## src/rtl/alu_arbiter_pkg.sv

```systemverilog
// Shared encodings for the ALU request arbiter: ALU opcodes, arbiter FSM
// states and the legal-opcode check.
package alu_arbiter_pkg;

  localparam int unsigned DATA_W = 32;

  typedef enum logic [3:0] {
    ADD_ALU = 4'd0,
    SUB_ALU = 4'd1,
    AND_ALU = 4'd2,
    OR_ALU  = 4'd3,
    SLL_ALU = 4'd4,
    SRA_ALU = 4'd5,
    MAC_ALU = 4'd6
  } alu_op_e;

  typedef enum logic [1:0] {
    ARB_IDLE,
    ARB_EXEC,
    ARB_RESP
  } arb_state_e;

  function automatic logic is_legal_alu_op(input logic [3:0] op);
    logic legal;
    case (op)
      ADD_ALU, SUB_ALU, AND_ALU, OR_ALU, SLL_ALU, SRA_ALU, MAC_ALU: legal = 1'b1;
      default: legal = 1'b0;
    endcase
    return legal;
  endfunction

endpackage

```

## src/rtl/alu_arbiter_rr_pick.sv

```systemverilog
// Two-way round-robin pick: a requester is eligible when the other one is
// idle or was served last; grant is eligibility qualified by its own valid.
module alu_rr_pick (
  input  logic valid0_i,
  input  logic valid1_i,
  input  logic last_i,
  output logic elig0_o,
  output logic elig1_o,
  output logic grant0_o,
  output logic grant1_o
);

  // Eligibility deliberately ignores the requester's own valid.
  assign elig0_o  = ~valid1_i | last_i;
  assign elig1_o  = ~valid0_i | ~last_i;
  assign grant0_o = valid0_i & elig0_o;
  assign grant1_o = valid1_i & elig1_o;

endmodule

```

## src/rtl/alu_arbiter.sv

```systemverilog
// Shares one combinational ALU between the execute stage (requester 0) and
// the aux/debug port (requester 1), one operation in flight at a time.
module alu_arbiter
  import alu_arbiter_pkg::*;
#(
  parameter int unsigned TAG_W   = 4,
  parameter int unsigned MAC_LAT = 2
) (
  input  logic             clk,
  input  logic             reset,
  input  logic             req0_valid,
  output logic             req0_ready,
  input  logic [3:0]       req0_op,
  input  logic [31:0]      req0_rs1,
  input  logic [31:0]      req0_rs2,
  input  logic [31:0]      req0_rs3,
  input  logic [TAG_W-1:0] req0_tag,
  input  logic             req1_valid,
  output logic             req1_ready,
  input  logic [3:0]       req1_op,
  input  logic [31:0]      req1_rs1,
  input  logic [31:0]      req1_rs2,
  input  logic [31:0]      req1_rs3,
  input  logic [TAG_W-1:0] req1_tag,
  output logic             resp0_valid,
  input  logic             resp0_ready,
  output logic [31:0]      resp0_rd,
  output logic [TAG_W-1:0] resp0_tag,
  output logic             resp0_err,
  output logic             resp1_valid,
  input  logic             resp1_ready,
  output logic [31:0]      resp1_rd,
  output logic [TAG_W-1:0] resp1_tag,
  output logic             resp1_err,
  output logic [31:0]      alu_rs1,
  output logic [31:0]      alu_rs2,
  output logic [31:0]      alu_rs3,
  output logic [3:0]       alu_opcode,
  output logic             alu_reset,
  input  logic [31:0]      alu_rd
);

  localparam logic [3:0] MAC_CNT = 4'(MAC_LAT - 1);

  arb_state_e       state_q, state_d;
  logic             last_q, last_d;
  logic             owner_q, owner_d;
  logic [3:0]       cnt_q, cnt_d;
  logic [3:0]       op_q, op_d;
  logic [31:0]      rs1_q, rs1_d;
  logic [31:0]      rs2_q, rs2_d;
  logic [31:0]      rs3_q, rs3_d;
  logic [TAG_W-1:0] tag_q, tag_d;
  logic             err_q, err_d;
  logic [31:0]      rd_q, rd_d;

  logic elig0, elig1, grant0, grant1;
  logic [3:0] op_sel;
  logic owner_ready;

  alu_rr_pick u_pick (
    .valid0_i (req0_valid),
    .valid1_i (req1_valid),
    .last_i   (last_q),
    .elig0_o  (elig0),
    .elig1_o  (elig1),
    .grant0_o (grant0),
    .grant1_o (grant1)
  );

  assign op_sel      = grant1 ? req1_op : req0_op;
  assign owner_ready = owner_q ? resp1_ready : resp0_ready;

  always_comb begin
    state_d = state_q;
    last_d  = last_q;
    owner_d = owner_q;
    cnt_d   = cnt_q;
    op_d    = op_q;
    rs1_d   = rs1_q;
    rs2_d   = rs2_q;
    rs3_d   = rs3_q;
    tag_d   = tag_q;
    err_d   = err_q;
    rd_d    = rd_q;
    case (state_q)
      ARB_IDLE: begin
        if (grant0 | grant1) begin
          owner_d = grant1;
          op_d    = op_sel;
          rs1_d   = grant1 ? req1_rs1 : req0_rs1;
          rs2_d   = grant1 ? req1_rs2 : req0_rs2;
          rs3_d   = grant1 ? req1_rs3 : req0_rs3;
          tag_d   = grant1 ? req1_tag : req0_tag;
          cnt_d   = (op_sel == MAC_ALU) ? MAC_CNT : '0;
          err_d   = ~is_legal_alu_op(op_sel);
          state_d = ARB_EXEC;
        end
      end
      ARB_EXEC: begin
        if (cnt_q != '0) begin
          cnt_d = cnt_q - 4'd1;
        end else begin
          // Illegal ops never register the ALU output, which may be X.
          rd_d    = err_q ? '0 : alu_rd;
          state_d = ARB_RESP;
        end
      end
      ARB_RESP: begin
        if (owner_ready) begin
          last_d  = owner_q;
          state_d = ARB_IDLE;
        end
      end
      default: state_d = ARB_IDLE;
    endcase
  end

  always_ff @(posedge clk or negedge reset) begin
    if (!reset) begin
      state_q <= ARB_IDLE;
      last_q  <= 1'b1;
      owner_q <= 1'b0;
      cnt_q   <= '0;
      op_q    <= '0;
      rs1_q   <= '0;
      rs2_q   <= '0;
      rs3_q   <= '0;
      tag_q   <= '0;
      err_q   <= 1'b0;
      rd_q    <= '0;
    end else begin
      state_q <= state_d;
      last_q  <= last_d;
      owner_q <= owner_d;
      cnt_q   <= cnt_d;
      op_q    <= op_d;
      rs1_q   <= rs1_d;
      rs2_q   <= rs2_d;
      rs3_q   <= rs3_d;
      tag_q   <= tag_d;
      err_q   <= err_d;
      rd_q    <= rd_d;
    end
  end

  assign req0_ready  = (state_q == ARB_IDLE) & elig0;
  assign req1_ready  = (state_q == ARB_IDLE) & elig1;

  assign resp0_valid = (state_q == ARB_RESP) & ~owner_q;
  assign resp1_valid = (state_q == ARB_RESP) & owner_q;
  assign resp0_rd    = rd_q;
  assign resp1_rd    = rd_q;
  assign resp0_tag   = tag_q;
  assign resp1_tag   = tag_q;
  assign resp0_err   = err_q;
  assign resp1_err   = err_q;

  assign alu_rs1     = rs1_q;
  assign alu_rs2     = rs2_q;
  assign alu_rs3     = rs3_q;
  assign alu_opcode  = op_q;
  assign alu_reset   = ~reset;

endmodule

```

## config.mk

```make
export PLATFORM = sky130hd
export DESIGN_NAME = alu_arbiter
export DESIGN_NICKNAME = d
export VERILOG_FILES = /design/src/rtl/alu_arbiter_pkg.sv /design/src/rtl/alu_arbiter_rr_pick.sv /design/src/rtl/alu_arbiter.sv
export SDC_FILE = /design/constraint.sdc
export NUM_CORES = 1
export LEC_CHECK = 0
export BUFFER_PORTS_ARGS = -buffer_cell sky130_fd_sc_hd__buf_2
export CORE_AREA = 2 2 165 167
export DETAILED_ROUTE_END_ITERATION = 8
export DIE_AREA = 0 0 167 169
export GPL_TIMING_DRIVEN = 0
export HOLD_SLACK_MARGIN = 0.03
export SLEW_MARGIN = 20
export SYNTH_ARGS = -nofsm -noshare
export SYNTH_HDL_FRONTEND = slang
export SYNTH_SLANG_ARGS = --single-unit
```

## constraint.sdc

```tcl
create_clock -name clk -period 2 [get_ports clk]
set_input_delay 0 -clock clk [delete_from_list [all_inputs] [get_ports clk]]
set_output_delay 0 -clock clk [all_outputs]
set_load 0.01 [all_outputs]
```

Yosys cells after proc, flatten, opt, wreduce, memory -nomap -nowiden
Cells that the tools add are included.
{"block": "classes", "addsub": 1, "n_eq_ne": 12, "n_mux": 18, "bitwise": 16, "n_reduce_logical": 10}
{"cell": "two-way mux 32 bit", "n": 4}
{"cell": "two-way mux 4 bit", "n": 4}
{"cell": "== test 4 x 3 -> 1 bit, second input constant", "n": 3}
{"cell": "== test 4 x 2 -> 1 bit, second input constant", "n": 2}
{"cell": "inequality test 2 bit, second input constant", "n": 4}
{"cell": "case mux 4 bit (2 select lines)", "n": 1}
{"cell": "inverter 1 bit", "n": 7}
{"cell": "OR reduction 7 bit", "n": 1}
{"cell": "bitwise AND 1 bit", "n": 6}
{"cell": "two-way mux 2 bit", "n": 3}
{"cell": "case mux 2 bit (3 select lines)", "n": 1}
{"cell": "AND reduction 2 bit", "n": 3}
{"cell": "AND reduction 3 bit", "n": 2}
{"cell": "two-way mux 1 bit", "n": 5}
{"cell": "== test 4 x 1 -> 1 bit, second input constant", "n": 1}
{"cell": "logical NOT 4 bit", "n": 1}
{"cell": "nonzero test 4 bit", "n": 1}
{"cell": "subtractor 4 x 1 -> 4 bit, second input constant", "n": 1}
{"cell": "OR 1 bit", "n": 3}
{"cell": "== test 2 x 1 -> 1 bit, second input constant", "n": 1}
{"cell": "== test 2 bit, second input constant", "n": 1}
{"cell": "logical NOT 2 bit", "n": 1}
{"cell": "nonzero test 2 bit", "n": 1}
{"block": "word_totals", "reg_bits": 145, "in_bits": 246, "out_inout_bits": 179, "elab_cells": 68}

Logic depth before layout (Yosys ltp)
{"block": "depth", "word_depth": 10, "ltp_mapped": 7, "ltp_nobuf": 5}

Modules after synthesis
A second synthesis with hierarchy kept.
{"block": "hier_totals", "cells_unflattened": 686, "area_unflattened_um2": 7247.0}
{"mod": "alu_arbiter", "instances": 1, "cells_per_inst": 682, "area_each_um2": 7214.4, "seq_area_each_um2": 3629.7}
{"mod": "alu_rr_pick", "instances": 1, "cells_per_inst": 4, "area_each_um2": 32.5, "seq_area_each_um2": 0.0}

Least setup slack after synthesis
Ideal clock, no wire load.
{"block": "synth_path", "kind": "register to register", "start": "register cnt_q[0]", "end": "register rd_q[10] (netlist: resp0_rd[10])", "setup_ns": 0.125, "t_arrival_ns": 1.437, "t_required_ns": 1.875, "slack_ns": 0.438, "path_stages_with_launch": 8, "path_buffers": 2, "path_cell_list": "dfrtp_1 -> inv_1 -> ha_1 -> nor3b_2 -> nand2b_1 -> buf_2 -> buf_6 -> mux2_2"}
{"block": "synth_between", "elab_chain_len": 3}
{"element": "start, declared", "line": "alu_arbiter.sv:48", "rtl": "logic [3:0] cnt_q, cnt_d;"}
{"element": "start signal, assigned", "line": "alu_arbiter.sv:136", "rtl": "cnt_q <= cnt_d;"}
{"element": "nonzero test 4 bit", "line": "alu_arbiter.sv:101", "rtl": "if (cnt_q != '0) begin"}
{"element": "inverter 1 bit (no source line)"}
{"element": "AND reduction 2 bit (no source line)"}
{"element": "end signal, assigned", "line": "alu_arbiter.sv:143", "rtl": "rd_q <= rd_d;"}
{"element": "end, declared", "line": "alu_arbiter.sv:55", "rtl": "logic [31:0] rd_q, rd_d;"}
No other way between the ends.
A chain may end at the register's enable or synchronous reset.

Final worst setup path
{"block": "layout_path", "start": "register last_q", "end": "register rs2_q[7] (netlist: alu_rs2[7])"}
{"block": "layout_between", "elab_chain_len": 5, "elab_cells_between_ends": 8, "classes_between": "mux: 1; bitwise: 6; reduce/logical: 1"}
{"element": "start, declared", "line": "alu_arbiter.sv:46", "rtl": "logic last_q, last_d;"}
{"element": "start signal, assigned", "line": "alu_arbiter.sv:134", "rtl": "last_q <= last_d;"}
{"element": "inverter 1 bit", "line": "alu_arbiter_rr_pick.sv:15", "rtl": "assign elig1_o = ~valid0_i | ~last_i;"}
{"element": "OR 1 bit", "line": "alu_arbiter_rr_pick.sv:15"}
{"element": "bitwise AND 1 bit", "line": "alu_arbiter_rr_pick.sv:17", "rtl": "assign grant1_o = valid1_i & elig1_o;"}
{"element": "OR 1 bit", "line": "alu_arbiter.sv:88", "rtl": "if (grant0 | grant1) begin"}
{"element": "AND reduction 2 bit (no source line)"}
{"element": "end signal, assigned", "line": "alu_arbiter.sv:139", "rtl": "rs2_q <= rs2_d;"}
{"element": "end, declared", "line": "alu_arbiter.sv:51", "rtl": "logic [31:0] rs2_q, rs2_d;"}
Parallel ways exist; a longest one is shown, timed or not.

==> impl_results.md <==
- Hold WC Path Type: in2async
- Max FO, Critical Path: 10
- Fillers: 2,389
- Pin slew with the least headroom to its limit: 0.6718 ns
- Yosys cell types: 35
- Layout cells sized above 1: 40.92%
- Synthesized area per cell: 10.92 um^2
- WL/cell: 18.22 um
- Clk slew on worst S/H paths: 0.06 ns
- Worst reg2reg path depth: 6
- # port buffers: 424
- Grt ovf: 0
- Die Y: 169 um
- Pin count of the biggest net entering global routing: 79
- CP required: 2.29 ns
- GRT Util Overall: 21.41%
- Setup repair bufs after CTS: 0
- Register area share after synthesis: 50.68%
- Root Buffer: clkbuf_16
- # IOs: 425
- Routed vias/inst: 4.714
- Setup TNS: 0 ns
- First-pass GRT wire length: 47,220 um
- Clock skew: 0.01494 ns
- Via count: 7,991
- Initial antenna violation count: 0
- Nets: 1,591
- Clk sinks: 145
- Startpoint types: flop
- PnR worst setup slack: 0.1616 ns
- DPL Wire Length: 19,860 um
- Vias in the first global route: 8,573
- Cell Count, Final, Fillers Out: 1,695
- Post-Layout Inst Area: 12,810 um^2
- Slew Limit Fails: 0
- Max_cap viols: 0
- Status: complete, no violations
- Min Clock Period, post-route: 1.838 ns
- CTS tree: built
- Number of synthesized register bits: 145
- Relative max-transition margin: 55.21%
- Setup Crit Path Kind: reg2reg
- Syn nets: 904
- Inserted Clock Buffers: 17
- Yosys warns: 0
- Routed Antenna Nets: 0
- VDD IR max: 0.7414 mV
- Final setup viols: 0
- Clock Latency Late Sink: 0.42 ns
- Gate count of the mapped netlist: 656
- First drt pass iteration count: 5
- Placed cells: 1,422
- WP data arrival: 2.13 ns
- Worst slack at placement: -0.03534 ns
- Post-Synthesis Cell Area: 7162 um^2
- Gpl congestion: 0.7836
- # rows: 60
- FF-to-FF setup slack: 0.16 ns
- Beginning of the worst register-to-register path: last_q
- RSZ-0062 raised after global routing: no
- Fmax: 0.5440 GHz
- CTS max path bufs: 2
- Starting Density: 27.03%
- Area Growth Syn to Fin: 78.88%
- Cell Area, Placed: 9748 um^2
- DR DRC count: 0
- Die outline width: 167 um
- Initial drt markers: 451
- Final hold vios: 0
- DIE AREA: 28,220 um^2
- Core box area: 26,500 um^2
- P per Cell Area: 1278 nW/um^2
- Worst reg2reg endpoint: alu_rs2[7]
- Final wirelength: 30,880 um
- CP Launch Point: last_q
- Worst setup path end: alu_rs2[7]
- H-tree level count: 4
- Worst Setup End Kind: flop
- Fin crit share: 91.92%
- Leakage: 6.368 nW
- Ant diodes: 0
-- critical path: stages, from the launching register on --
cell	delay [ns]
dfstp_2	0.38
a21boi_1	0.14
buf_4	0.27
buf_4	0.31
buf_4	0.27
mux2i_1	0.25
o21ai_1	0.08
-- routing by layer --
layer  GRT usage [%]  share of wire [%]  wire, um  vias up
li1                -                  -         -     3665
met1           24.76                 40     12350     3787
met2           37.52                 50     15360      442
met3           5.191                6.4      1989       97
met4           9.783                3.8      1181        0
met5               0                  0         0        -
-- logic make-up (layout without fill, tap and decap cells) --
group	count (synthesis)	in the layout	synth area share, %
AO/OA/AOI/OAI	222	222	15.99
adder cells (fa/ha/maj)	2	2	0.3494
buffers and inverters	97	795	8.246
flip-flops	145	145	50.68
multiplexers	141	141	20.35
AND/OR/NAND/NOR	49	49	4.385
-- where the power goes --
group          switching, mW  leakage [nW]  total [mW]  internal (mW)
logic                   4.18          4.29        7.77           3.60
registers              0.832          1.79        5.19           4.36
clock network           1.33         0.281        3.41           2.09
-- worst min path at each step --
stage                                to  slack (ns)  depth (start not counted)
final                      resp0_rd[21]        0.14                          2
after global routing       resp0_rd[21]        0.15                          2
after floorplan           alu_opcode[0]       -0.30                          0
after detailed placement   resp0_rd[18]       -0.01                          1
after global placement           last_q        0.26                          2
after CTS                  resp0_rd[18]        0.14                          2
-- sequential cells by signal, indices dropped and copies added (netlist names) --
name and count:
alu_rs1 32, alu_rs2 32, alu_rs3 32, resp0_rd 32, alu_opcode 4, cnt_q 4, resp0_tag 4, state_q 2
last_q 1, owner_q 1, resp0_err 1
-- cell type report --
class	instances	area [um^2]	area share [%]
clock buffers	18	429.2	3.350
inverters	5	18.77	0.1465
repair buffers	669	4602	35.92
well taps	341	426.7	3.330
clock inverters	12	183.9	1.436
plain buffers	91	579.3	4.522
multi-input cells	414	2942	22.96
flip-flops and latches	145	3630	28.33
-- through the flow --
stage | hold WS, ns | total power, mW | util, %
CTS | 0.1401 | 16.46 | 48.33
global route | 0.1532 | 17.48 | 48.34
global placement | 0.2591 | 12.45 | 36.64
finish | 0.1369 | 16.37 | 48.34
detailed placement | -0.01279 | 12.60 | 36.78
floorplan | -0.2956 | 9.285 | -
-- timing repair --
action                                  in CTS  in global routing
pin swaps                                    0                  0
hold buffers                               244                  0
resized for setup                            2                  8
endpoints found under the hold margin      219                  0
endpoints found under the setup margin       4                 29
-- placed cells by master, fill, tap and decap left out, types with 8 or more instances in the layout --
| cell | synthesis | layout |
|---|---|---|
| o21ai_0 | 177 | 177 |
| mux2_2 | 33 | 33 |
| mux2i_1 | 107 | 107 |
| buf_2 | 13 | 433 |
| buf_4 | 40 | 43 |
| dfrtp_1 | 144 | 144 |
| buf_6 | 8 | 8 |
| clkbuf_16 | 0 | 17 |
| dlygate4sd3_1 | 0 | 244 |
| o21ai_1 | 32 | 32 |
| clkbuf_1 | 31 | 28 |
| nor2b_1 | 32 | 32 |
-- synthesized netlist by cell type --
cell type	number	area share [%]
o21ai_0	177	12
dfrtp_1	144	50
mux2i_1	107	15
buf_4	40	4.2
mux2_2	33	5.2
nor2b_1	32	2.8
o21ai_1	32	2.2
clkbuf_1	31	1.6
buf_2	13	0.91
buf_6	8	1.3
inv_1	5	0.26
a21oi_1	2	0.14
a22o_1	2	0.24
ha_1	2	0.35
nand2_1	2	0.10
nand2b_1	2	0.17
nor2_1	2	0.10
nor4bb_1	2	0.28
o221ai_1	2	0.24
or2_1	2	0.17
or3_1	2	0.17
a211oi_1	1	0.10
a21boi_1	1	0.10
a311o_1	1	0.14
a31oi_1	1	0.087
and3b_1	1	0.12
dfstp_2	1	0.37
mux2_4	1	0.21
nand3b_1	1	0.10
nor3_1	1	0.070
nor3b_1	1	0.10
nor3b_2	1	0.17
o21bai_1	1	0.10
o22ai_1	1	0.087
o41ai_1	1	0.12
Power figures use the tool's default switching activity.
